File: config.mk
export PLATFORM = sky130hd
export DESIGN_NAME = board_input_conditioner
export DESIGN_NICKNAME = d
export VERILOG_FILES = /design/src/rtl/board_io_pkg.sv /design/src/rtl/debounce_channel.sv /design/src/rtl/board_input_conditioner.sv
export SDC_FILE = /design/constraint.sdc
export NUM_CORES = 1
export LEC_CHECK = 0
export BUFFER_PORTS_ARGS = -buffer_cell sky130_fd_sc_hd__buf_2
export CORE_ASPECT_RATIO = 0.9
export CORE_UTILIZATION = 51
export DETAILED_ROUTE_END_ITERATION = 16
export GPL_ROUTABILITY_DRIVEN = 0
export PLACE_DENSITY = 0.71
export SKIP_CTS_REPAIR_TIMING = 1
export SLEW_MARGIN = 40
export SYNTH_ARGS = -nofsm -noshare
export SYNTH_HDL_FRONTEND = slang
export SYNTH_HIERARCHICAL = 1
export SYNTH_SLANG_ARGS = --single-unit
File: constraint.sdc
create_clock -name clk -period 2.7 [get_ports clk]
set_clock_uncertainty 0.1 [all_clocks]
set_input_delay 0.135 -clock clk [delete_from_list [all_inputs] [get_ports clk]]
set_output_delay 0.135 -clock clk [all_outputs]
set_load 0.02 [all_outputs]
File: src/rtl/board_io_pkg.sv
// Shared board I/O definitions: prescaler sizing, a width helper and the
// channel map of the button / DIP switch input vector.
package board_io_pkg;

  localparam int CH_DIP1 = 0;
  localparam int CH_DIP2 = 1;
  localparam int CH_DIP3 = 2;
  localparam int CH_DIP4 = 3;
  localparam int CH_BTN  = 4;

  function automatic int tick_cycles(input int clkspeed);
    return clkspeed / 1000;
  endfunction

  // Never returns less than 1 so that a count of one state still gets a real vector.
  function automatic int clog2_min1(input int value);
    int w;
    w = 0;
    for (int b = 0; b < 31; b++) begin
      if ((1 << b) < value) w = b + 1;
    end
    return (w < 1) ? 1 : w;
  endfunction

endpackage

File: src/rtl/debounce_channel.sv
// One input channel: two-flop synchroniser, tick-based stability counter,
// debounced level register and registered rise/fall pulses.
module debounce_channel
  import board_io_pkg::*;
#(
  parameter int   DEBOUNCE_MS = 10,
  parameter logic RESET_VAL   = 1'b0
) (
  input  logic clk,
  input  logic reset,
  input  logic raw_i,
  input  logic tick_i,
  output logic clean_o,
  output logic rise_o,
  output logic fall_o
);

  localparam int            CW   = clog2_min1(DEBOUNCE_MS);
  localparam logic [CW-1:0] LAST = CW'(DEBOUNCE_MS - 1);

  logic          s1_q;
  logic          s2_q;
  logic [CW-1:0] cnt_q;
  logic [CW-1:0] cnt_d;
  logic          clean_q;
  logic          clean_d;
  logic          rise_q;
  logic          rise_d;
  logic          fall_q;
  logic          fall_d;

  // Any sample agreeing with the current level restarts qualification.
  always_comb begin
    cnt_d   = cnt_q;
    clean_d = clean_q;
    rise_d  = 1'b0;
    fall_d  = 1'b0;
    if (s2_q == clean_q) begin
      cnt_d = '0;
    end else if (tick_i) begin
      if (cnt_q == LAST) begin
        clean_d = s2_q;
        cnt_d   = '0;
        rise_d  = s2_q;
        fall_d  = ~s2_q;
      end else begin
        cnt_d = cnt_q + CW'(1);
      end
    end
  end

  always_ff @(posedge clk or posedge reset) begin
    if (reset) begin
      s1_q    <= RESET_VAL;
      s2_q    <= RESET_VAL;
      cnt_q   <= '0;
      clean_q <= RESET_VAL;
      rise_q  <= 1'b0;
      fall_q  <= 1'b0;
    end else begin
      s1_q    <= raw_i;
      s2_q    <= s1_q;
      cnt_q   <= cnt_d;
      clean_q <= clean_d;
      rise_q  <= rise_d;
      fall_q  <= fall_d;
    end
  end

  assign clean_o = clean_q;
  assign rise_o  = rise_q;
  assign fall_o  = fall_q;

endmodule

File: src/rtl/board_input_conditioner.sv
// Board input conditioner: one shared 1 ms prescaler driving WIDTH
// independent debounce channels for the push-button and DIP switches.
module board_input_conditioner
  import board_io_pkg::*;
#(
  parameter int               CLKSPEED    = 40000000,
  parameter int               DEBOUNCE_MS = 10,
  parameter int               WIDTH       = 5,
  parameter logic [WIDTH-1:0] RESET_VAL   = '0
) (
  input  logic             clk,
  input  logic             reset,
  input  logic [WIDTH-1:0] raw_in,
  output logic [WIDTH-1:0] clean,
  output logic [WIDTH-1:0] rise,
  output logic [WIDTH-1:0] fall,
  output logic             tick
);

  localparam int            TICK_CYCLES = tick_cycles(CLKSPEED);
  localparam int            PW          = clog2_min1(TICK_CYCLES);
  localparam logic [PW-1:0] PRE_LAST    = PW'(TICK_CYCLES - 1);

  logic [PW-1:0] pre_q;
  logic [PW-1:0] pre_d;
  logic          tick_q;
  logic          tick_d;

  always_comb begin
    tick_d = (pre_q == PRE_LAST);
    pre_d  = tick_d ? '0 : pre_q + PW'(1);
  end

  // The strobe is registered so it lands one cycle after the terminal count.
  always_ff @(posedge clk or posedge reset) begin
    if (reset) begin
      pre_q  <= '0;
      tick_q <= 1'b0;
    end else begin
      pre_q  <= pre_d;
      tick_q <= tick_d;
    end
  end

  assign tick = tick_q;

  for (genvar i = 0; i < WIDTH; i++) begin : g_ch
    debounce_channel #(
      .DEBOUNCE_MS(DEBOUNCE_MS),
      .RESET_VAL  (RESET_VAL[i])
    ) u_ch (
      .clk    (clk),
      .reset  (reset),
      .raw_i  (raw_in[i]),
      .tick_i (tick_q),
      .clean_o(clean[i]),
      .rise_o (rise[i]),
      .fall_o (fall[i])
    );
  end

endmodule
# ---- Yosys cells after proc, flatten, opt, wreduce, memory -nomap -nowiden
# Index checks and enable logic that the tools add are counted.
# W data, S select, Z words.
dict set report totals {
  regBits 62
  latchBits 0
  ram_bits 0
  romBits 0
  input_bits 7
  out_inout_bits 16
  wordCells 115
  memories 0
}
dict set report classes {
  n_addsub 6
  mul 0
  n_div 0
  magnitude_cmp 0
  n_eq_ne 11
  shift 0
  n_mux 46
  bitwise_logic 10
  reduce_logical 10
}
# operator count
set ops {}
lappend ops {{$mux W4} 15}
lappend ops {{$mux W1} 30}
lappend ops {{$add A4 B1 Y4 const B} 5}
lappend ops {{$eq A4 B4 Y1 const B} 5}
lappend ops {{$add A16 B1 Y16 const B} 1}
lappend ops {{$eq A16 B16 Y1 const B} 1}
lappend ops {{$mux W16} 1}
lappend ops {{$reduce_and A3 Y1} 5}
lappend ops {{$not A1 Y1} 10}
lappend ops {{$reduce_bool A2 Y1} 5}
lappend ops {{$eq A1 B1 Y1} 5}

# ---- Depth between registers and ports, before layout
dict set report depth {
  ltp_word 4
  mapped_depth 5
  ltp_nobuf 5
}

# ---- By module
# Netlist, hierarchy kept.
# module n_inst cells_each area_each_um2 seq_area_each_um2
set by_module_without_submodules {}
lappend by_module_without_submodules {debounce_channel 5 30 371.6 225.2}
lappend by_module_without_submodules {board_input_conditioner 1 71 772.0 425.4}

# ---- Worst setup path before layout
# OpenSTA, ideal clock, no wires.
dict set report synth_path {
  kind {reg2reg}
  from {register tick_q, in the netlist tick}
  to {register g_ch[0].u_ch.clean_q}
  setup_time_ns 0.125
  arrival_ns 1.639
  required_ns 2.475
  setup_slack_ns 0.836
  path_stages_with_launch 4
  n_path_buf 0
  period_less_slack_ns 1.864
  path_cell_list {dfrtp_1 -> nand2_2 -> or3b_4 -> mux2_4}
}
dict set report synth_via {
  elab_chain_cells 1
}
# element line_no
set synth_lines {}
lappend synth_lines {{start, declared} board_input_conditioner.sv:26} ;# logic tick_q;
lappend synth_lines {{start signal, assigned} board_input_conditioner.sv:41} ;# tick_q <= tick_d;
lappend synth_lines {{$reduce_and A3 Y1 (no line)} --}
lappend synth_lines {{end signal, assigned} debounce_channel.sv:64} ;# clean_q <= clean_d;
lappend synth_lines {{end, declared} debounce_channel.sv:25} ;# logic clean_q;
# Every way passes these cells.
# A chain may end at the register's enable or synchronous reset.

# ---- Worst setup path in the final report
dict set report layout_path {
  from {register pre_q[0]}
  to {register pre_q[5]}
}
dict set report layout_via {
  elab_chain_cells 2
  elab_cells_between_ends 3
  cone_classes {1 x add/sub; 1 x eq/ne; 1 x mux}
}
# element line_no
set layout_lines {}
lappend layout_lines {{start, declared} board_input_conditioner.sv:24} ;# logic [PW-1:0] pre_q;
lappend layout_lines {{start signal, assigned} board_input_conditioner.sv:40} ;# pre_q <= pre_d;
lappend layout_lines {{$eq A16 B16 Y1} board_input_conditioner.sv:30} ;# tick_d = (pre_q == PRE_LAST);
lappend layout_lines {{named net tick_d} board_input_conditioner.sv:27} ;# logic tick_d;
lappend layout_lines {{$mux W16} board_input_conditioner.sv:31} ;# pre_d = tick_d ? '0 : pre_q + PW'(1);
lappend layout_lines {{named net pre_d[5]} board_input_conditioner.sv:25} ;# logic [PW-1:0] pre_d;
# The timed path passes the listed nets, and every way through them passes these cells.

==> out/qor.txt <==
RUN STATUS
--------------------------------------------------------------------------------
Outcome ........................................................... complete, no violations

SYNTHESIS
--------------------------------------------------------------------------------
Post-synthesis instance area ......................................     2630 um2
Share of the synthesized area in the top cell type ................       0.5899
Synthesis-stage register bit count ................................           62
Syn. warnings .....................................................            6
Mean instance size in the synthesized netlist .....................    11.90 um2
Count of mapped cells out of synthesis ............................          221
Yosys cell types ..................................................           24
Post-Synthesis Net Count ..........................................          229
Top cell type by total area after synthesis .......................      dfrtp_1
Post-synthesis sequential area ratio ..............................       0.5899
Cells taking the most area after synthesis ........................ dfrtp_1 59%, xnor2_1 6.3%, xor2_1 3.3%

PWR
--------------------------------------------------------------------------------
Sequential Power Share ............................................        0.485
Share of power burned in combinational logic ......................        0.020
Final Total Pwr ...................................................   0.001941 W
Peak supply drop ..................................................    0.4689 mV
Cell internal power dissipation ...................................   0.001560 W
Net switching power of the design .................................  0.0003806 W
Clock share of power ..............................................        0.495
PD cells .......................................................... 620.8 nW/um2
Fraction of power spent switching nets ............................       0.1961
Static power due to leakage .......................................     1.459 nW

GLOBAL ROUTE
--------------------------------------------------------------------------------
Global-route wire length before repair ............................      7486 um
Vias in the first global route ....................................         1638
Total gr overflow .................................................            0
Overall fraction of global-route tracks in use ....................       0.1866
Pin count of the biggest net entering global routing ..............           22
Number of antenna violations at the first check in global routing .            0

PLACEMENT
--------------------------------------------------------------------------------
Number of port buffers ............................................           22
Sum of net half-perimeters after detailed placement ...............      2730 um
Worst slack, placed ...............................................     803.5 ps
# placed instances ................................................          309

DRT
--------------------------------------------------------------------------------
Average wire per standard cell ....................................     12.53 um
Vias after detailed routing .......................................         1675
DRT antenna net count .............................................            0
Total Routed Length ...............................................      4146 um
DRC Markers .......................................................            0
First drt pass iteration count ....................................            4
Via density .......................................................        5.060
Initial drt markers ...............................................          100

WORST SETUP PATH
--------------------------------------------------------------------------------
Reg-to-Reg Start ..................................................     pre_q[0]
Depth of the worst register-to-register path ......................            5
Timing startpoint of the critical path ............................     pre_q[0]
R2r endpoint ......................................................     pre_q[5]
Critical-path cell with the highest stage delay ...................       nor4_4
Startpoint type of the worst setup path ...........................    flip-flop
Arrival @ worst endpoint ..........................................      1980 ps
Critical path, cell by cell ....................................... ha_1 > and3_1 > nand3_1 > nor4_4 > nor2_1
CP Max Fanout .....................................................           10
Worst-case register-to-register setup slack .......................       820 ps
Type of the worst setup path ...................................... flip-flop to flip-flop
Endpoint kind of the worst setup timing path ......................    flip-flop
CP Capture Point ..................................................     pre_q[5]
Data required time at the worst endpoint ..........................      2800 ps
Slowest Stage Delay on Critical Path ..............................       570 ps

CLOCK NETWORK
--------------------------------------------------------------------------------
Clock latency on the worst-skew pair ..............................       340 ps
Clock root buffer .................................................     clkbuf_8
CTS max path bufs .................................................            2
Total clock buffers created by CTS ................................            9
Clock tree from TritonCTS .........................................          yes
TritonCTS sink count ..............................................           62
Clock transition at the registers of the reported paths ...........        70 ps
H-Tree Depth ......................................................            3

FLOORPLAN
--------------------------------------------------------------------------------
Total number of placement rows ....................................           24
Die height ........................................................     70.13 um
Die area ..........................................................     5448 um2
Starting density of the core ......................................       0.5373
I/O pin count .....................................................           23
Horizontal die dimension ..........................................     77.70 um
Floorplan core area ...............................................     4895 um2

TIMING
--------------------------------------------------------------------------------
Worst slew margin .................................................       0.5951
Post-route fraction of the period consumed by the critical path ...       0.6954
Final Setup Violations ............................................            0
Min cycle time layout .............................................      1878 ps
RSZ-0062 raised after global routing ..............................           no
Final count of pins violating max slew ............................            0
Number of failing hold endpoints at the final stage ...............            0
Final worst slack .................................................     822.5 ps
Final TNS setup ...................................................         0 ps
Max Freq ..........................................................    532.6 MHz
Least-Margin Pin Slew .............................................     606.6 ps

FINAL LAYOUT
--------------------------------------------------------------------------------
Layout Area Growth over Synthesis .................................       18.89%
Ratio of cells with drive above 1 in the final layout .............       0.2444
Combined flip-flop and latch cell area ............................     1551 um2
Antenna diode count ...............................................            0
Most common cell after layout, fill and taps aside ................      dfrtp_1
Number of inserted filler cells in the final layout ...............          393
Final net count ...................................................          269
Finished Layout Cells .............................................          331
Top library cells by usage in the layout, fill and taps aside ..... 62 x dfrtp_1, 22 x nor2_1, 22 x buf_2
Area occupied by multi-input gates ................................     1052 um2

FLOW RUN
--------------------------------------------------------------------------------
Max-capacitance violation count ...................................            0

MIN PATH
--------------------------------------------------------------------------------
HP Class .......................................................... primary input to asynchronous set/reset pin

[per-stage QoR]
step | hold slack [ps] | util | cell area (um2)
after floorplan | -137.1 | - | 2630
after global placement | 69.48 | 0.5780 | 2829
after detailed placement | 69.04 | 0.5780 | 2829
after CTS | -302.9 | 0.6265 | 3067
after global routing | 251.3 | 0.6388 | 3127
final | 244.3 | 0.6388 | 3127
[cell families after synthesis]
family	share of synthesized area
DFF	0.5899
muxes	0.02854
AOI/OAI and AO/OA	0.03806
adders and majority gates	0.004757
xor gates and xnor gates	0.09657
buffers and inverters	0.009992
and+or+nand+nor	0.2322
[flip-flops by register name, indices dropped and copies added, names as in the netlist]
name	count
g_ch.u_ch/clean_o	5
g_ch.u_ch/cnt_q	20
g_ch.u_ch/fall_o	5
g_ch.u_ch/rise_o	5
g_ch.u_ch/s1_q	5
g_ch.u_ch/s2_q	5
pre_q	16
tick	1
[critical path, delay by kind of cell, from the launching register on]
kind / cells / cell delay, ps
simple gates: 4 / 1040
flops: 1 / 390
fa+ha+maj: 1 / 210
[worst min path at each step]
| stage | to | slack (ps) | cells after the start |
|---|---|---|---|
| after floorplan | g_ch[0].u_ch/clean_o | -140 | 1 |
| after global placement | g_ch[3].u_ch/cnt_q[2] | 70 | 2 |
| final | g_ch[0].u_ch/cnt_q[1] | 240 | 3 |
| after global routing | g_ch[2].u_ch/s2_q | 250 | 0 |
| after CTS | g_ch[0].u_ch/cnt_q[1] | -300 | 2 |
| after detailed placement | g_ch[0].u_ch/cnt_q[0] | 70 | 2 |
[area by class of cell]
class | count | share of cell area
clock inverter | 6 | 0.03521
tap | 65 | 0.02601
inverter | 7 | 0.008403
clock buffer | 10 | 0.04082
timing repair buffer | 29 | 0.05682
multi-input combinational | 152 | 0.3365
sequential | 62 | 0.4962
[per-layer routing]
metal	share of wire	global-route usage
met5	0	0
met3	0.043	0.09020
met1	0.49	0.2432
met2	0.46	0.2694
met4	0.0070	0.06918
[Yosys cell counts, drive strengths merged]
cell,n
and4b,5
or4b,1
nand4,4
xor2,10
nor3,2
dfrtp,62
or3,6
and3,2
a21oi,10
nor3b,10
nor2b,11
mux2,5
nor4,3
o21ai,10
xnor2,19
nand2,13
nor2,22
or3b,5
inv,7
ha,1
nand3,13
[power groups by stage]
stage	Sequential [W]	Clock, W	Combinational, W
6_report	0.000941	0.000961	0.0000383
5_1_grt	0.000941	0.00104	0.0000445
4_1_cts	0.000941	0.000986	0.0000331
3_5_place_dp	0.000959	0	0.0000330
3_3_place_gp	0.000958	0	0.0000326
2_1_floorplan	0.000958	0	0.0000208
No activity file was read; power rests on OpenSTA's default activity.
